--- src/rtl/spi_pkg.sv ---
// Shared definitions for the 10-bit-frame SPI master: command encodings,
// frame and read widths, and the master FSM state encoding.
package spi_pkg;

  localparam int FRAME_W = 10;
  localparam int RD_W    = 8;

  typedef enum logic [1:0] {
    CMD_WR_ADDR = 2'b00,
    CMD_WR_DATA = 2'b01,
    CMD_RD_ADDR = 2'b10,
    CMD_RD_DATA = 2'b11
  } spi_cmd_e;

  typedef enum logic [2:0] {
    ST_IDLE,
    ST_SELECT,
    ST_CMD,
    ST_SEND,
    ST_TAIL,
    ST_WAIT,
    ST_RECV,
    ST_DESELECT
  } spi_state_e;

endpackage

--- src/rtl/spi_master_shifter.sv ---
// Datapath for spi_master: 10-bit parallel-load MSB-first shift-out and
// 8-bit MSB-first shift-in with a capture register for the returned byte.
module spi_master_shifter
  import spi_pkg::*;
(
  input  logic               clk,
  input  logic               rst_n,
  input  logic               load_i,
  input  logic [FRAME_W-1:0] word_i,
  input  logic               rearm_rd_i,
  input  logic               shift_i,
  output logic               msb_o,
  input  logic               sample_i,
  input  logic               miso_i,
  input  logic               capture_i,
  output logic [RD_W-1:0]    rsp_data_o
);

  logic [FRAME_W-1:0] tx_q;
  logic [RD_W-1:0]    rx_q;
  logic [RD_W-1:0]    rsp_q;

  // NOTE: tx_q and rx_q are always loaded or fully shifted before they are
  // observed, so only the externally visible rsp_q carries a reset.
  always_ff @(posedge clk) begin
    if (load_i) begin
      tx_q <= word_i;
    end else if (rearm_rd_i) begin
      tx_q <= {CMD_RD_DATA, tx_q[RD_W-1:0]};
    end else if (shift_i) begin
      // Rotate rather than shift: after a full frame the word is intact again.
      tx_q <= {tx_q[FRAME_W-2:0], tx_q[FRAME_W-1]};
    end
    if (sample_i) begin
      rx_q <= {rx_q[RD_W-2:0], miso_i};
    end
  end

  always_ff @(posedge clk) begin
    if (!rst_n) begin
      rsp_q <= '0;
    end else if (capture_i) begin
      rsp_q <= rx_q;
    end
  end

  assign msb_o      = tx_q[FRAME_W-1];
  assign rsp_data_o = rsp_q;

endmodule

--- src/rtl/spi_master.sv ---
// Single-clock SPI master for the 10-bit-frame slave protocol (slave shares clk).
// Define SPI_MASTER_AUTO_RD_EN to chain a read-data frame after each read-address frame.
module spi_master
  import spi_pkg::*;
#(
  parameter int TAIL       = 2,
  parameter int RD_LATENCY = 2
) (
  input  logic       clk,
  input  logic       rst_n,
  input  logic       req_valid_i,
  output logic       req_ready_o,
  input  logic [1:0] req_cmd_i,
  input  logic [7:0] req_data_i,
  output logic       rsp_valid_o,
  output logic [7:0] rsp_data_o,
  output logic       ss_n_o,
  output logic       mosi_o,
  input  logic       miso_i
);

  localparam logic [7:0] TAIL_LAST = 8'(TAIL - 1);
  localparam logic [7:0] WAIT_LAST = 8'(RD_LATENCY - 1);

  spi_state_e state_q;
  spi_cmd_e   cmd_q;
  logic [3:0] bit_cnt_q;
  logic [7:0] cnt_q;
  logic       ss_n_q;
  logic       mosi_q;
  logic       ready_q;
  logic       rsp_valid_q;

  logic accept;
  logic auto_rd;
  logic tx_msb;

  assign accept = (state_q == ST_IDLE) && ready_q && req_valid_i;

`ifdef SPI_MASTER_AUTO_RD_EN
  assign auto_rd = (state_q == ST_DESELECT) && (cmd_q == CMD_RD_ADDR);
`else
  assign auto_rd = 1'b0;
`endif

  spi_master_shifter u_shifter (
    .clk        (clk),
    .rst_n      (rst_n),
    .load_i     (accept),
    .word_i     ({req_cmd_i, req_data_i}),
    .rearm_rd_i (auto_rd),
    .shift_i    (state_q == ST_SEND),
    .msb_o      (tx_msb),
    .sample_i   (state_q == ST_RECV),
    .miso_i     (miso_i),
    .capture_i  ((state_q == ST_DESELECT) && (cmd_q == CMD_RD_DATA)),
    .rsp_data_o (rsp_data_o)
  );

  // NOTE: every register here uses non-blocking assignment so all state
  // updates on an edge see the pre-edge values, independent of statement order.
  always_ff @(posedge clk) begin
    if (!rst_n) begin
      state_q     <= ST_IDLE;
      cmd_q       <= CMD_WR_ADDR;
      bit_cnt_q   <= '0;
      cnt_q       <= '0;
      ss_n_q      <= 1'b1;
      mosi_q      <= 1'b0;
      ready_q     <= 1'b1;
      rsp_valid_q <= 1'b0;
    end else begin
      rsp_valid_q <= 1'b0;
      case (state_q)
        ST_IDLE: begin
          ss_n_q <= 1'b1;
          mosi_q <= 1'b0;
          if (accept) begin
            ready_q <= 1'b0;
            cmd_q   <= spi_cmd_e'(req_cmd_i);
            state_q <= ST_SELECT;
          end else begin
            ready_q <= 1'b1;
          end
        end
        ST_SELECT: begin
          ss_n_q  <= 1'b0;
          mosi_q  <= 1'b0;
          state_q <= ST_CMD;
        end
        ST_CMD: begin
          mosi_q    <= tx_msb;
          bit_cnt_q <= '0;
          state_q   <= ST_SEND;
        end
        ST_SEND: begin
          mosi_q    <= tx_msb;
          bit_cnt_q <= bit_cnt_q + 4'd1;
          cnt_q     <= '0;
          if (bit_cnt_q == 4'(FRAME_W - 1)) begin
            if (cmd_q != CMD_RD_DATA) begin
              state_q <= ST_TAIL;
            end else if (RD_LATENCY == 0) begin
              bit_cnt_q <= '0;
              state_q   <= ST_RECV;
            end else begin
              state_q <= ST_WAIT;
            end
          end
        end
        ST_TAIL: begin
          mosi_q <= 1'b0;
          cnt_q  <= cnt_q + 8'd1;
          if (cnt_q == TAIL_LAST) state_q <= ST_DESELECT;
        end
        ST_WAIT: begin
          mosi_q <= 1'b0;
          cnt_q  <= cnt_q + 8'd1;
          if (cnt_q == WAIT_LAST) begin
            bit_cnt_q <= '0;
            state_q   <= ST_RECV;
          end
        end
        ST_RECV: begin
          mosi_q    <= 1'b0;
          bit_cnt_q <= bit_cnt_q + 4'd1;
          if (bit_cnt_q == 4'(RD_W - 1)) state_q <= ST_DESELECT;
        end
        ST_DESELECT: begin
          ss_n_q      <= 1'b1;
          mosi_q      <= 1'b0;
          rsp_valid_q <= (cmd_q == CMD_RD_DATA);
          // ready_q stays low through a chained frame; IDLE raises it a cycle later.
          if (auto_rd) begin
            cmd_q   <= CMD_RD_DATA;
            state_q <= ST_SELECT;
          end else begin
            state_q <= ST_IDLE;
          end
        end
        default: state_q <= ST_IDLE;
      endcase
    end
  end

  assign req_ready_o = ready_q;
  assign rsp_valid_o = rsp_valid_q;
  assign ss_n_o      = ss_n_q;
  assign mosi_o      = mosi_q;

endmodule
--- config.mk ---
export PLATFORM = sky130hd
export DESIGN_NAME = spi_master
export DESIGN_NICKNAME = d
export VERILOG_FILES = /design/src/rtl/spi_pkg.sv /design/src/rtl/spi_master_shifter.sv /design/src/rtl/spi_master.sv
export SDC_FILE = /design/constraint.sdc
export NUM_CORES = 1
export LEC_CHECK = 0
export ABC_AREA = 1
export CAP_MARGIN = 30
export CORE_ASPECT_RATIO = 1.5
export CORE_UTILIZATION = 50
export DETAILED_ROUTE_END_ITERATION = 12
export PLACE_DENSITY = 0.82
export SETUP_SLACK_MARGIN = 0.4
export SLEW_MARGIN = 40
export SYNTH_ARGS = -nofsm -noshare
export SYNTH_HDL_FRONTEND = slang
export SYNTH_SLANG_ARGS = --single-unit
--- constraint.sdc ---
create_clock -name clk -period 2 [get_ports clk]
set_input_delay 0.5 -clock clk [delete_from_list [all_inputs] [get_ports clk]]
set_output_delay 0.5 -clock clk [all_outputs]
set_load 0.005 [all_outputs]
==> results.py <==
metrics = {
    "clock_tree": {
        "clk_latency_ns": 0.31,
        "cts_sinks": 47,
        "htreeDepth": 2,
        "hold_buffers": 0,
        "root_buffer": "clkbuf_8",
        "cts-buffers-inserted": 5,
        "path_clk_slew_ns": 0.08,
        "cts_tree": "done",
        "clock_path_buffers": 2,
    },
    "route": {
        "wl_per_cell_um": 11.9,
        "viasPerCell": 5.07,
        "vias": 1588,
        "drc": 0,
        "routed_wl_um": 3730,
        "drt_iter0_markers": 44,
        "first_pass_iters": 4,
        "ant_nets": 0,
    },
    "yosys": {
        "synth_nets": 254,
        "synth_top_area_cell": "dfxtp_1",
        "async_flop_share_pct": 0,
        "synth_seq_cells": 47,
        "synthTopCellsByCount": "nand2_1, dfxtp_1, nor2_1",
        "yosysWarnings": 0,
        "synth_seq_area_share_pct": 54.9,
        "synth_area_per_cell_um2": 8.65,
        "synth_edf_count": 18,
        "synth_area_mm2": 0.00204,
        "ys.flop_type": "dfxtp_1",
        "yosysMostFrequentCell": "nand2_1",
        "ys_types": 30,
        "synth.area.top_cells": "dfxtp_1, edfxtp_1, nand2_1, nor2_1, a21oi_1",
        "syn_inst": 236,
        "netlist.area_leader.share_pct": 28.4,
    },
    "global_routing": {
        "grt-ovfl-total": 0,
        "grt_first_pass_wirelength_um": 6200,
        "grt_usage_pct": 20.0,
        "antenna_found_initial": 0,
        "grt_pass1_vias": 1451,
        "grt_max_degree": 16,
    },
    "pwr": {
        "p_leak_nw": 1.00,
        "vdd_drop_max_uv": 842,
        "p_total_mw": 2.80,
        "p_per_area_mw_per_mm2": 1140,
    },
    "run": {
        "maxCapViolCount": 0,
    },
    "sta": {
        "tns_ns": 0,
        "rsz0062_at_grt": "no",
        "slew_violations": 0,
        "setup_viol": 0,
        "relSlewSlack_pct": 71.1,
        "period_share_pct": 75.2,
        "fin_crit_ns": 1.50,
        "fmax_mhz": 665,
        "hold_violations": 0,
        "worstMarginPinSlew_ns": 0.432,
        "clock_skew_ns": 0.00722,
    },
    "run_status": {
        "status": "finished clean",
    },
    "floorplan": {
        "io_pins": 26,
        "die_w_um": 54.2,
        "die_area_mm2": 0.00435,
        "rows": 28,
        "start_util_pct": 52.0,
        "die_h_um": 80.3,
        "core_area_mm2": 0.00392,
    },
    "final_layout": {
        "final_cell_area_mm2": 0.00246,
        "drive_gt1_share_pct": 16.8,
        "antennaDiodeCount": 0,
        "final_core_util_pct": 62.7,
        "nets": 285,
        "area_growth_pct": 20.5,
    },
    "worst_setup_path": {
        "crit_type": "in -> reg",
        "critical_path_peak_fanout": 12,
        "endpoint_kind": "flip-flop",
        "cp.required_ns": 2.23,
        "critPathLaunchType": "primary input",
        "critical_path_arrival_ns": 1.73,
    },
    "placement": {
        "portBuffers": 25,
        "globalplace.congestion": 0.807,
        "placed_area_mm2": 0.00235,
        "hpwlAfterDp_um": 2710,
    },
    "min_path": {
        "hold_class": "reg -> reg",
    },
}
[layer usage]
layer / track usage (%) / routed length, um / vias to the layer above
met5: 0 / 0 / -
met4: 12.3 / 135 / 0
met3: 5.49 / 128 / 10
met2: 33.8 / 1900 / 30
met1: 20.9 / 1560 / 719
li1: - / - / 829
[flip-flops by register name (all words and copies together) (netlist names)]
| name | cells |
|---|---|
| u_shifter.tx_q | 10 |
| cnt_q | 8 |
| u_shifter.rsp_data_o | 8 |
| u_shifter.rx_q | 8 |
| bit_cnt_q | 4 |
| state_q | 3 |
| cmd_q | 2 |
| mosi_o | 1 |
| req_ready_o | 1 |
| rsp_valid_o | 1 |
| ss_n_o | 1 |
[layout make-up]
class                      instances  area [um2]
clock buffer                       5        68.8
sequential                        47        1130
multi-input combinational        160         798
clock inverter                     3        43.8
fill                             330        1460
inverter                          23        88.8
tap                               45        56.3
timing repair buffer              30         273
[final timing paths]
| check | startpoint | end | slack [ns] | depth (start not counted) |
|---|---|---|---|---|
| worst max-delay path | rst_n | cnt_q[3] | 0.50 | 3 |
| worst min-delay path | u_shifter.rx_q[5] | u_shifter.rx_q[6] | 0.45 | 0 |
| worst max register to register | state_q[1] | u_shifter.tx_q[0] | 0.56 | 4 |
| worst min register to register | u_shifter.rx_q[5] | u_shifter.rx_q[6] | 0.45 | 0 |
[worst max-delay path, stage by stage]
cell and delay [ns]:
clkdlybuf4s50_1 0.67, inv_1 0.30, a211oi_1 0.26
[power by group]
part           switching (mW)  total [mW]  internal [mW]
logic                   0.485       0.764          0.279
clock network           0.320       0.692          0.372
registers               0.109        1.35           1.24
total                   0.914        2.80           1.89
[placed cells by master (no fill, tap or decap), types with 2 or more instances in the layout]
master,instances
nor2_4,3
nand3_1,8
clkdlybuf4s50_1,13
nand2_2,5
dfxtp_1,20
nand4_1,4
dfxtp_2,9
nor2_1,26
nor2_2,5
buf_4,5
ha_1,4
o21ai_0,16
a21oi_1,18
clkbuf_8,5
nor3_1,2
edfxtp_1,18
inv_2,6
inv_1,16
nand2_1,59
dlygate4sd2_1,12
[timing repair]
item	CTS	global route
buffers inserted	0	0
endpoints found under the setup margin	21	0
gates resized for setup	22	0
[stage by stage]
| step | hold slack (ns) | std cells | setup WS, ns |
|---|---|---|---|
| final | 0.455 | 313 | 0.496 |
| after global routing | 0.466 | 313 | 0.445 |
| after CTS | 0.449 | 313 | 0.529 |
| after detailed placement | 0.430 | 305 | 0.0935 |
| after global placement | 0.428 | 305 | 0.150 |
| after floorplan | 0.421 | 236 | 0.496 |
[kinds of logic (layout without fill, tap and decap cells)]
family,count (synthesis),after routing,share of synthesized area [%]
XOR/XNOR,1,1,0.429
AND/OR/NAND/NOR,117,117,26.3
flip-flops,47,47,54.9
adder cells (fa/ha/maj),4,4,2.45
buffers and inverters,29,61,6.13
AO/OA/AOI/OAI,38,38,9.74
Note: power is estimated with default switching activity, not from simulation.
